## config.mk

```make
export PLATFORM = sky130hd
export DESIGN_NAME = alu_share_arb
export DESIGN_NICKNAME = d
export VERILOG_FILES = /design/src/rtl/alu_share_arb.sv
export SDC_FILE = /design/constraint.sdc
export NUM_CORES = 1
export LEC_CHECK = 0
export CAP_MARGIN = 5
export CORE_ASPECT_RATIO = 0.8
export CORE_MARGIN = 3
export CORE_UTILIZATION = 50
export DETAILED_ROUTE_END_ITERATION = 8
export DONT_BUFFER_PORTS = 1
export GPL_TIMING_DRIVEN = 0
export PLACE_DENSITY = 0.75
export REMOVE_ABC_BUFFERS = 1
export SYNTH_ARGS = -nofsm -noshare
export SYNTH_HDL_FRONTEND = slang
export SYNTH_SLANG_ARGS = --single-unit
```

## constraint.sdc

```tcl
create_clock -name clk -period 3.5 [get_ports clk]
set_input_delay 0.35 -clock clk [delete_from_list [all_inputs] [get_ports clk]]
set_output_delay 0.35 -clock clk [all_outputs]
set_load 0.005 [all_outputs]
```

## src/rtl/alu_share_arb.sv

```systemverilog
// ---------------------------------------------------------------------------
// AluShareArb (module alu_share_arb)
//
// Purpose:
//   Lets two requesters share one combinational ALU. A requester offers an
//   operation (operands A/B plus a 4-bit control code). The arbiter accepts
//   one request at a time and registers the operands onto the ALU drive
//   lines. One cycle later it captures the ALU result. It then presents that
//   result to the owning requester until the requester consumes it.
//   The arbiter runs one operation at a time, so an operation takes at least
//   three cycles: accept, execute, respond.
//
// Ports:
//   clk, rst_n                 clock, synchronous active-low reset
//   reqN_valid / reqN_ready    request handshake for requester N (0/1)
//   reqN_a, reqN_b, reqN_ctrl  operation offered by requester N
//   rspN_valid / rspN_ready    response handshake for requester N
//   rsp_result/zero/lt         shared response payload; meaningful only
//                              while one of the rspN_valid outputs is high
//   alu_a, alu_b, alu_ctrl     registered drive to the shared ALU
//   alu_result/zero/lt         combinational ALU outputs
// ---------------------------------------------------------------------------
module alu_share_arb #(
  parameter int LEN = 32
) (
  input  logic           clk,
  input  logic           rst_n,

  input  logic           req0_valid,
  output logic           req0_ready,
  input  logic [LEN-1:0] req0_a,
  input  logic [LEN-1:0] req0_b,
  input  logic [3:0]     req0_ctrl,

  input  logic           req1_valid,
  output logic           req1_ready,
  input  logic [LEN-1:0] req1_a,
  input  logic [LEN-1:0] req1_b,
  input  logic [3:0]     req1_ctrl,

  output logic           rsp0_valid,
  input  logic           rsp0_ready,
  output logic           rsp1_valid,
  input  logic           rsp1_ready,
  output logic [LEN-1:0] rsp_result,
  output logic           rsp_zero,
  output logic           rsp_lt,

  output logic [LEN-1:0] alu_a,
  output logic [LEN-1:0] alu_b,
  output logic [3:0]     alu_ctrl,
  input  logic [LEN-1:0] alu_result,
  input  logic           alu_zero,
  input  logic           alu_lt
);

  typedef enum logic [1:0] {
    IDLE = 2'd0,
    EXEC = 2'd1,
    RESP = 2'd2
  } arbState_t;

  arbState_t      r_state;
  logic           r_lastGrant;
  logic           r_owner;
  logic [LEN-1:0] r_aluA;
  logic [LEN-1:0] r_aluB;
  logic [3:0]     r_aluCtrl;
  logic [LEN-1:0] r_rspResult;
  logic           r_rspZero;
  logic           r_rspLt;
  logic           r_rsp0Valid;
  logic           r_rsp1Valid;

  logic           w_grant0;
  logic           w_grant1;
  logic           w_accept0;
  logic           w_accept1;
  logic           w_rspDone;

  // Grant selection. A lone valid requester always wins. On a tie, the
  // requester that did not win last time wins. Both terms depend on the
  // current valids, so the two grants can never both be high.
  always_comb begin
    w_grant0 = req0_valid && (!req1_valid || r_lastGrant);
    w_grant1 = req1_valid && (!req0_valid || !r_lastGrant);
  end

  // Ready is offered only while idle and never while reset is being applied.
  // The reset term keeps ready low during reset, before the state register
  // has been cleared.
  always_comb begin
    req0_ready = rst_n && (r_state == IDLE) && w_grant0;
    req1_ready = rst_n && (r_state == IDLE) && w_grant1;
  end

  // An accept is the valid/ready handshake itself. A request that drops
  // before it is granted leaves nothing behind.
  always_comb begin
    w_accept0 = req0_valid && req0_ready;
    w_accept1 = req1_valid && req1_ready;
  end

  // The response completes only when the owner's own ready matches its valid.
  // The other requester's ready is ignored because its valid is low.
  always_comb begin
    w_rspDone = (r_rsp0Valid && rsp0_ready) || (r_rsp1Valid && rsp1_ready);
  end

  // Single FSM register block. The ALU drive registers change only on an
  // accept edge, so the ALU sees stable operands for the rest of the
  // operation. The response payload is captured once in EXEC and held
  // through RESP, however long back-pressure lasts. A reset in EXEC or RESP
  // clears everything, so the aborted result can never be delivered.
  always_ff @(posedge clk) begin
    if (!rst_n) begin
      r_state     <= IDLE;
      r_lastGrant <= 1'b1;
      r_owner     <= 1'b0;
      r_aluA      <= '0;
      r_aluB      <= '0;
      r_aluCtrl   <= '0;
      r_rspResult <= '0;
      r_rspZero   <= 1'b0;
      r_rspLt     <= 1'b0;
      r_rsp0Valid <= 1'b0;
      r_rsp1Valid <= 1'b0;
    end else begin
      unique case (r_state)
        IDLE: begin
          if (w_accept0) begin
            r_aluA      <= req0_a;
            r_aluB      <= req0_b;
            r_aluCtrl   <= req0_ctrl;
            r_owner     <= 1'b0;
            r_lastGrant <= 1'b0;
            r_state     <= EXEC;
          end else if (w_accept1) begin
            r_aluA      <= req1_a;
            r_aluB      <= req1_b;
            r_aluCtrl   <= req1_ctrl;
            r_owner     <= 1'b1;
            r_lastGrant <= 1'b1;
            r_state     <= EXEC;
          end
        end

        // The ALU has had a full cycle to settle on the registered
        // operands. Its outputs are sampled as-is. Undefined control codes
        // are not filtered, so the caller gets whatever the ALU produces.
        EXEC: begin
          r_rspResult <= alu_result;
          r_rspZero   <= alu_zero;
          r_rspLt     <= alu_lt;
          r_rsp0Valid <= !r_owner;
          r_rsp1Valid <= r_owner;
          r_state     <= RESP;
        end

        RESP: begin
          if (w_rspDone) begin
            r_rsp0Valid <= 1'b0;
            r_rsp1Valid <= 1'b0;
            r_state     <= IDLE;
          end
        end

        default: begin
          r_state <= IDLE;
        end
      endcase
    end
  end

  // Output mapping. Every response and ALU-drive output comes directly from
  // a register.
  always_comb begin
    alu_a      = r_aluA;
    alu_b      = r_aluB;
    alu_ctrl   = r_aluCtrl;
    rsp_result = r_rspResult;
    rsp_zero   = r_rspZero;
    rsp_lt     = r_rspLt;
    rsp0_valid = r_rsp0Valid;
    rsp1_valid = r_rsp1Valid;
  end

endmodule

```

Yosys cells after proc, flatten, opt, wreduce, memory -nomap -nowiden
Cells that the tools add are included.

Register bits after elaboration: 108. Latch bits: 0. Bits in writable memories: 0. Memory bits (read-only): 0. Input bits: 176. Output and inout bits: 106. Memories kept: 0.

Add/sub/neg operators: 0. Multiply operators: 0. Divide/modulo/power cells: 0. Magnitude comparators: 0. Eq/ne operators: 4. Shift operators: 0. Multiplexer cells: 15. Bitwise operators: 0. Reductions and logical operators: 22.

Operators with widths (number): 32-bit 2-to-1 mux (4); 1-bit logical AND (9); 4-bit 2-to-1 mux (2); 2-bit 2-to-1 mux (3); 2-bit case mux with 3 select lines (1); 2-bit AND reduction (3); 1-bit logical NOT (4); 1-bit case mux with 2 select lines (2); 2-bit nonzero test (2); 1-bit logical OR (3); 1-bit 2-to-1 mux (3); 3-bit inequality test (second input constant) (1); 2-bit by 1-bit equality test with 1-bit output (second input constant) (1); 2-bit equality test (second input constant) (1); 2-bit logical NOT (1); 2-bit inequality test (second input constant) (1).

Logic depth before layout (Yosys ltp)
Gate-level depths: netlist (run 1).

Depth in word-level cells: 8. Gate-level depth with buffers: 6.

Worst setup path before layout (run 1)
Ideal clock, no wire load.

Path kind: input to register. From: in rst_n. To: reg r_aluB[29] (netlist: alu_b[29]). Setup time: 119 ps. Arrival time: 1493 ps. Slack: 1888 ps. Stages: 5. Buffers on the path: 2. Path through: buf_4 > or3b_4 > buf_2 > a311o_1 > o221a_1.

Cells in the longest elaborated chain, start to end: 5. Elaborated cells on any way between the ends: 8. Classes of those cells: mux (1); reduce/logical (7).

RTL lines: from (decl) (RTL line 27) `input logic rst_n,`; 1-bit logical AND (RTL line 93, 94); 1-bit logical AND, on equally long branches (RTL line 93, 94); 1-bit logical AND, on equally long branches (RTL line 100, 101); 2-bit nonzero test (no line); 2-bit AND reduction (no line); to (signal assigned) (RTL line 133) `r_aluB <= req0_b;`; to (signal assigned) (RTL line 140) `r_aluB <= req1_b;`; to (decl) (RTL line 67) `logic [LEN-1:0] r_aluB;`.

Several ways; a longest one is shown, not always the timed one. A chain may end at the register's enable or synchronous reset.

Worst setup path after layout (run 1)
From: reg r_state[1]. To: reg r_aluA[25] (netlist: alu_a[25]).

Cells in the longest elaborated chain, start to end: 6. Elaborated cells on any way between the ends: 9. Classes of those cells: mux (1); reduce/logical (8).

RTL lines: from (decl) (RTL line 63) `arbState_t r_state;`; from (signal assigned) (RTL line 117) `r_state <= IDLE;`; from (signal assigned) (RTL line 137) `r_state <= EXEC;`; from (signal assigned) (RTL line 144) `r_state <= EXEC;`; 2-bit logical NOT (*) (RTL line 93, 94, 129); 1-bit logical AND (RTL line 93, 94); 1-bit logical AND, on equally long branches (RTL line 93, 94); 1-bit logical AND, on equally long branches (RTL line 100, 101); 2-bit nonzero test (no line); 2-bit AND reduction (no line); to (signal assigned) (RTL line 132) `r_aluA <= req0_a;`; to (signal assigned) (RTL line 139) `r_aluA <= req1_a;`; to (decl) (RTL line 66) `logic [LEN-1:0] r_aluA;`.

Every way passes the cells marked *; elsewhere a longest branch is shown, timed or not.

==> results.py, run 1 <==
metrics = {
    "outcome": {
        "status": "complete, no violations",
    },
    "cells_and_area": {
        "final_cell_mix": "nand2_1, dfxtp_1, a31oi_1, inv_1, o211ai_1",
        "layoutNonFillerInstCount": 730,
        "fillers": 963,
        "final_common_cell": "nand2_1",
        "area_growth_pct": 5.69,
        "final_cell_area_um2": 5690,
        "antenna_cells": 0,
        "finalNetCount": 761,
        "layout-drive-gt1-share": 0.122,
    },
    "clock_network": {
        "cts_resized": 0,
        "cts_hold_buffers": 0,
        "clock-root-buffer": "clkbuf_16",
        "cts_buffers": 9,
        "post_cts_buffers": 0,
        "h-tree-depth": 3,
        "clk_latency_ns": 0.34,
        "cts_tree": "yes",
        "clkSlewWorstSetupHoldPaths_ns": 0.07,
        "cts_max_path_buffers": 2,
        "cts_sinks": 108,
    },
    "routing": {
        "vias": 4810,
        "wl_per_cell_um": 20.4,
        "drt-total-wl_mm": 14.9,
        "dr.pass1.iters": 5,
        "drt_iter0_drc": 296,
        "post-route-drc-count": 0,
        "via_per_inst": 6.59,
        "ant_nets": 0,
    },
    "power": {
        "power_mw": 2.96,
        "powerDensity_nw_per_um2": 520,
        "p_leak_nw": 2.19,
        "vdd_drop_max_mv": 0.225,
    },
    "timing": {
        "min_period_ns": 2.22,
        "finalCritPeriodShare": 0.634,
        "slew_viol_final": 0,
        "setup_viol": 0,
        "final.setup.tns_ns": 0,
        "relSlewSlack": 0.177,
        "grt_setup_unrepaired": "false",
        "max_freq_ghz": 0.450,
        "fin_ws_ns": 1.28,
        "worstMarginPinSlew_ns": 1.24,
        "final_hold_viol_count": 0,
        "clock_skew_ns": 0.00700,
    },
    "worst_setup_path": {
        "worst_ep_arrival_time_ns": 2.50,
        "crit_family": "simple AND/OR/NAND/NOR gates",
        "cp.required_ns": 3.78,
        "cp_num_buf_inv": 1,
        "crit_chain": "or3b_4 -> nor2_4 -> buf_12 -> o221a_2",
        "worstReg2RegStart": "r_state[1]",
        "crit_path_max_incr_delay_ns": 0.76,
        "path_max_fanout": 36,
        "criticalPathCategory": "register to register",
        "crit_path_end_kind": "register",
        "critPathLaunch": "r_state[1]",
        "crit_slowest_cell": "nor2_4",
        "start_kind": "register",
    },
    "synthesis": {
        "synth_top_area_share": 0.401,
        "mappedNetlistArea_um2": 5390,
        "yosysWarningCount": 0,
        "synth_cell_types": 29,
        "synth_area_per_cell_um2": 8.34,
        "synth.ff_latch_count": 108,
        "synth_cells": 646,
        "synth_seq_area_share": 0.401,
        "synth_area_leader_cell": "dfxtp_1",
        "synth_area_leaders": "dfxtp_1, nand2_1, o221a_2",
    },
    "die": {
        "core_region_area_um2": 10400,
        "rows": 33,
        "die_h_um": 98.8,
        "die_width_um": 122,
        "pin_count": 282,
        "initial_core_util": 0.520,
        "die_area_um2": 12100,
    },
    "place": {
        "routabilityCongestion": 0.790,
        "dpl.hpwl_mm": 9.97,
        "place_ws_ns": 1.31,
        "post_dp_cell_area_um2": 5380,
        "dp.cells": 714,
        "port_buffers": 0,
    },
    "global_route": {
        "antenna_found_initial": 0,
        "grt-ovfl-total": 0,
        "grtUsageTotal": 0.232,
        "grt_pass1_wl_mm": 22.9,
        "grt_pass1_vias": 4393,
        "grt_max_degree": 141,
    },
    "flow_run": {
        "cap_violations": 0,
    },
    "hold_path": {
        "hold_class": "input port to register",
        "hold_path.startpoint": "rst_n",
    },
}
routing by layer:
layer,share of wire,global-route usage,vias to the layer above
li1,-,-,2222
met1,0.41,0.290,2328
met2,0.48,0.374,221
met3,0.078,0.0683,39
met4,0.026,0.0955,0
met5,0,0,-
synth_stat cells (all sizes together):
library cell    n
a211oi          1
a21boi         35
a21oi           1
a22oi           1
a311o          10
a31oi          69
and3            2
buf            32
clkbuf         48
dfxtp         108
inv            68
nand2         127
nand2b          3
nand3b          1
nor2            5
nor2b           2
nor3            1
nor3b           2
o211ai         58
o21ai           2
o221a          68
or2             1
or3b            1
area by class of cell:
cell class                      count  area (µm²)  share of cell area
Clock buffer                       11         253              0.0444
Inverter                           68         255              0.0448
Sequential cell                   108        2160               0.380
Multi-Input combinational cell    390        2650               0.465
Clock inverter                      5        60.1              0.0105
Timing Repair Buffer                8         143              0.0250
Tap cell                          140         175              0.0308
stage by stage:
stage / utilization / hold slack (ns)
after global routing: 0.549 / 0.121
after global placement: 0.503 / 0.445
after floorplan: - / 0.426
after CTS: 0.549 / 0.102
after detailed placement: 0.519 / 0.460
final: 0.549 / 0.139
worst reg2reg max path: stages, from the launching register on:
cell and delay (ns):
dfxtp_1 0.38, or3b_4 0.51, nor2_4 0.76, buf_12 0.30
o221a_2 0.23
logic make-up after synthesis:
family	synth area share
buffers and inverters	0.112
AND/OR/NAND/NOR	0.111
AO/OA/AOI/OAI	0.376
flip-flops	0.401
state kept, by name, summed over array words and instances (netlist names):
name         count
rsp0_valid       1
rsp1_valid       1
r_state          2
alu_b           32
rsp_result      32
rsp_zero         1
alu_a           32
alu_ctrl         4
r_owner          1
rsp_lt           1
r_lastGrant      1
worst paths after layout:
path / slack, ns / cells past startpoint / end
min reg2reg: 0.49 / 2 / rsp_result[12]
max: 1.28 / 4 / alu_a[25]
max reg2reg: 1.28 / 4 / alu_a[25]
min: 0.14 / 1 / r_lastGrant
power breakdown:
part | internal (mW) | total, mW | switching (mW)
Sequential | 1.35 | 1.45 | 0.107
Clock | 0.596 | 1.06 | 0.460
Combinational | 0.211 | 0.453 | 0.242
Power figures use the tool's default switching activity.
==> inputs of run 2 (changes only) <==
clock period = 2.05 ns   (was 3.5 ns; I/O delays follow)
==> results.py, run 2 (same netlist as run 1, synthesis figures left out) <==
metrics = {
    "clock_network": {
        "cts_buffers": 9,
        "h-tree-depth": 3,
        "cts_max_path_buffers": 2,
        "cts_tree": "yes",
        "clk_latency_ns": 0.34,
        "clock-root-buffer": "clkbuf_16",
        "cts_sinks": 108,
        "clkSlewWorstSetupHoldPaths_ns": 0.07,
    },
    "worst_setup_path": {
        "cp.required_ns": 2.33,
        "crit_chain": "or3b_4 -> nor2_4 -> buf_12 -> o221a_2",
        "criticalPathCategory": "register to register",
        "path_max_fanout": 34,
        "worst_ep_arrival_time_ns": 2.21,
        "crit_slowest_cell": "or3b_4",
        "crit_path_max_incr_delay_ns": 0.52,
        "crit_path_end_kind": "register",
        "start_kind": "register",
    },
    "place": {
        "post_dp_cell_area_um2": 5380,
        "dp.cells": 714,
        "routabilityCongestion": 0.790,
        "dpl.hpwl_mm": 9.97,
        "place_ws_ns": -0.144,
        "port_buffers": 0,
    },
    "global_route": {
        "grt_pass1_vias": 4623,
        "antenna_found_initial": 0,
        "grt_pass1_wl_mm": 24.2,
        "grt-ovfl-total": 0,
        "grt_max_degree": 141,
        "grtUsageTotal": 0.248,
    },
    "cells_and_area": {
        "layoutNonFillerInstCount": 749,
        "final_cell_mix": "nand2_1, dfxtp_1, a31oi_1, inv_1, o211ai_1",
        "antenna_cells": 0,
        "final_util": 0.568,
        "area_growth_pct": 9.22,
        "final_cell_area_um2": 5880,
        "final_common_cell": "nand2_1",
        "finalNetCount": 780,
        "layout-drive-gt1-share": 0.125,
    },
    "die": {
        "pin_count": 282,
        "rows": 33,
        "die_area_um2": 12100,
        "die_h_um": 98.8,
        "initial_core_util": 0.520,
        "die_width_um": 122,
        "core_region_area_um2": 10400,
    },
    "timing": {
        "grt_setup_unrepaired": "false",
        "worstMarginPinSlew_ns": 1.19,
        "min_period_ns": 1.93,
        "clock_skew_ns": 0.00746,
        "max_freq_ghz": 0.518,
        "final_hold_viol_count": 0,
        "finalCritPeriodShare": 0.942,
        "slew_viol_final": 0,
        "setup_viol": 0,
        "fin_hold_ws_ns": 0.0129,
        "relSlewSlack": 0.205,
        "fin_ws_ns": 0.119,
        "final.setup.tns_ns": 0,
    },
    "routing": {
        "drt-total-wl_mm": 15.7,
        "ant_nets": 0,
        "vias": 4996,
        "post-route-drc-count": 0,
        "dr.pass1.iters": 5,
        "via_per_inst": 6.67,
        "drt_iter0_drc": 340,
        "wl_per_cell_um": 21.0,
    },
    "outcome": {
        "status": "complete, no violations",
    },
    "power": {
        "powerDensity_nw_per_um2": 869,
        "power_mw": 5.11,
        "vdd_drop_max_mv": 0.384,
        "p_leak_nw": 2.27,
    },
    "flow_run": {
        "cap_violations": 0,
    },
    "hold_path": {
        "hold_class": "input port to register",
    },
}
## run 2: changes by cell type in the layout (fill, tap and decap cells not counted), sizes merged
| cell | previous run | this run |
|---|---|---|
| dlygate4sd3 | 0 | 16 |
| buf | 8 | 9 |
| nor2 | 5 | 6 |
| nand2b | 3 | 4 |
## run 2: area by class of cell
type / instances / area [µm²]
well taps: 140 / 175
clock buffers: 11 / 253
repair buffers: 25 / 310
clock inverters: 5 / 60.1
multi-input cells: 392 / 2670
flip-flops and latches: 108 / 2160
inverters: 68 / 255
fillers: 945 / 4480
## run 2: where the power goes
| group | internal, mW | leakage [nW] | switching [mW] | total (mW) |
|---|---|---|---|---|
| registers | 2.30 | 0.888 | 0.185 | 2.48 |
| clock network | 1.02 | 0.152 | 0.785 | 1.80 |
| logic | 0.385 | 1.23 | 0.441 | 0.826 |
## run 2: path summary, 6_finish.rpt
path	from	slack (ns)	to	cells past startpoint
hold reg to reg	rsp_result[28]	0.49	rsp_result[28]	2
hold / removal	alu_zero	0.01	rsp_zero	2
setup / recovery	r_state[1]	0.12	alu_a[25]	4
setup reg to reg	r_state[1]	0.12	alu_a[25]	4
## run 2: layer usage
| metal | vias to the layer above | part of all wire | GRT usage |
|---|---|---|---|
| li1 | 2269 | - | - |
| met1 | 2421 | 0.40 | 0.304 |
| met2 | 263 | 0.48 | 0.405 |
| met3 | 43 | 0.089 | 0.0700 |
| met4 | 0 | 0.028 | 0.110 |
| met5 | - | 0 | 0 |
## run 2: worst max-delay path: cells and delay by family, from the launching register on
| kind | cells | cell delay [ns] |
|---|---|---|
| flops | 1 | 0.38 |
| simple gates | 2 | 0.99 |
| compound gates | 1 | 0.21 |
| buf+inv | 1 | 0.27 |
## run 2: repair_timing
action | CTS | global route
pin swaps | 1 | 1
buffers inserted | 0 | 1
gates cloned | 2 | 0
gates resized for setup | 0 | 2
hold buffers | 15 | 1
endpoints found under the setup margin | 35 | 37
endpoints found under the hold margin | 41 | 1
==> inputs of run 3 (changes only) <==
SKIP_CTS_REPAIR_TIMING = 1   (was not set)
clock period = 2.4 ns   (was 2.05 ns; I/O delays follow)
==> results of run 3 <==
The final DEF is identical to that of run 1. Status: complete, no violations.
Main changes from that run: setup slack after placement 1.31 ns -> 0.206 ns; setup slack after layout 1.28 ns -> 0.179 ns; hold slack 0.139 ns -> 0.0288 ns; register-to-register setup slack 1.28 ns -> 0.18 ns; total power 2.96 mW -> 4.32 mW; worst IR drop on VDD 0.225 mV -> 0.328 mV
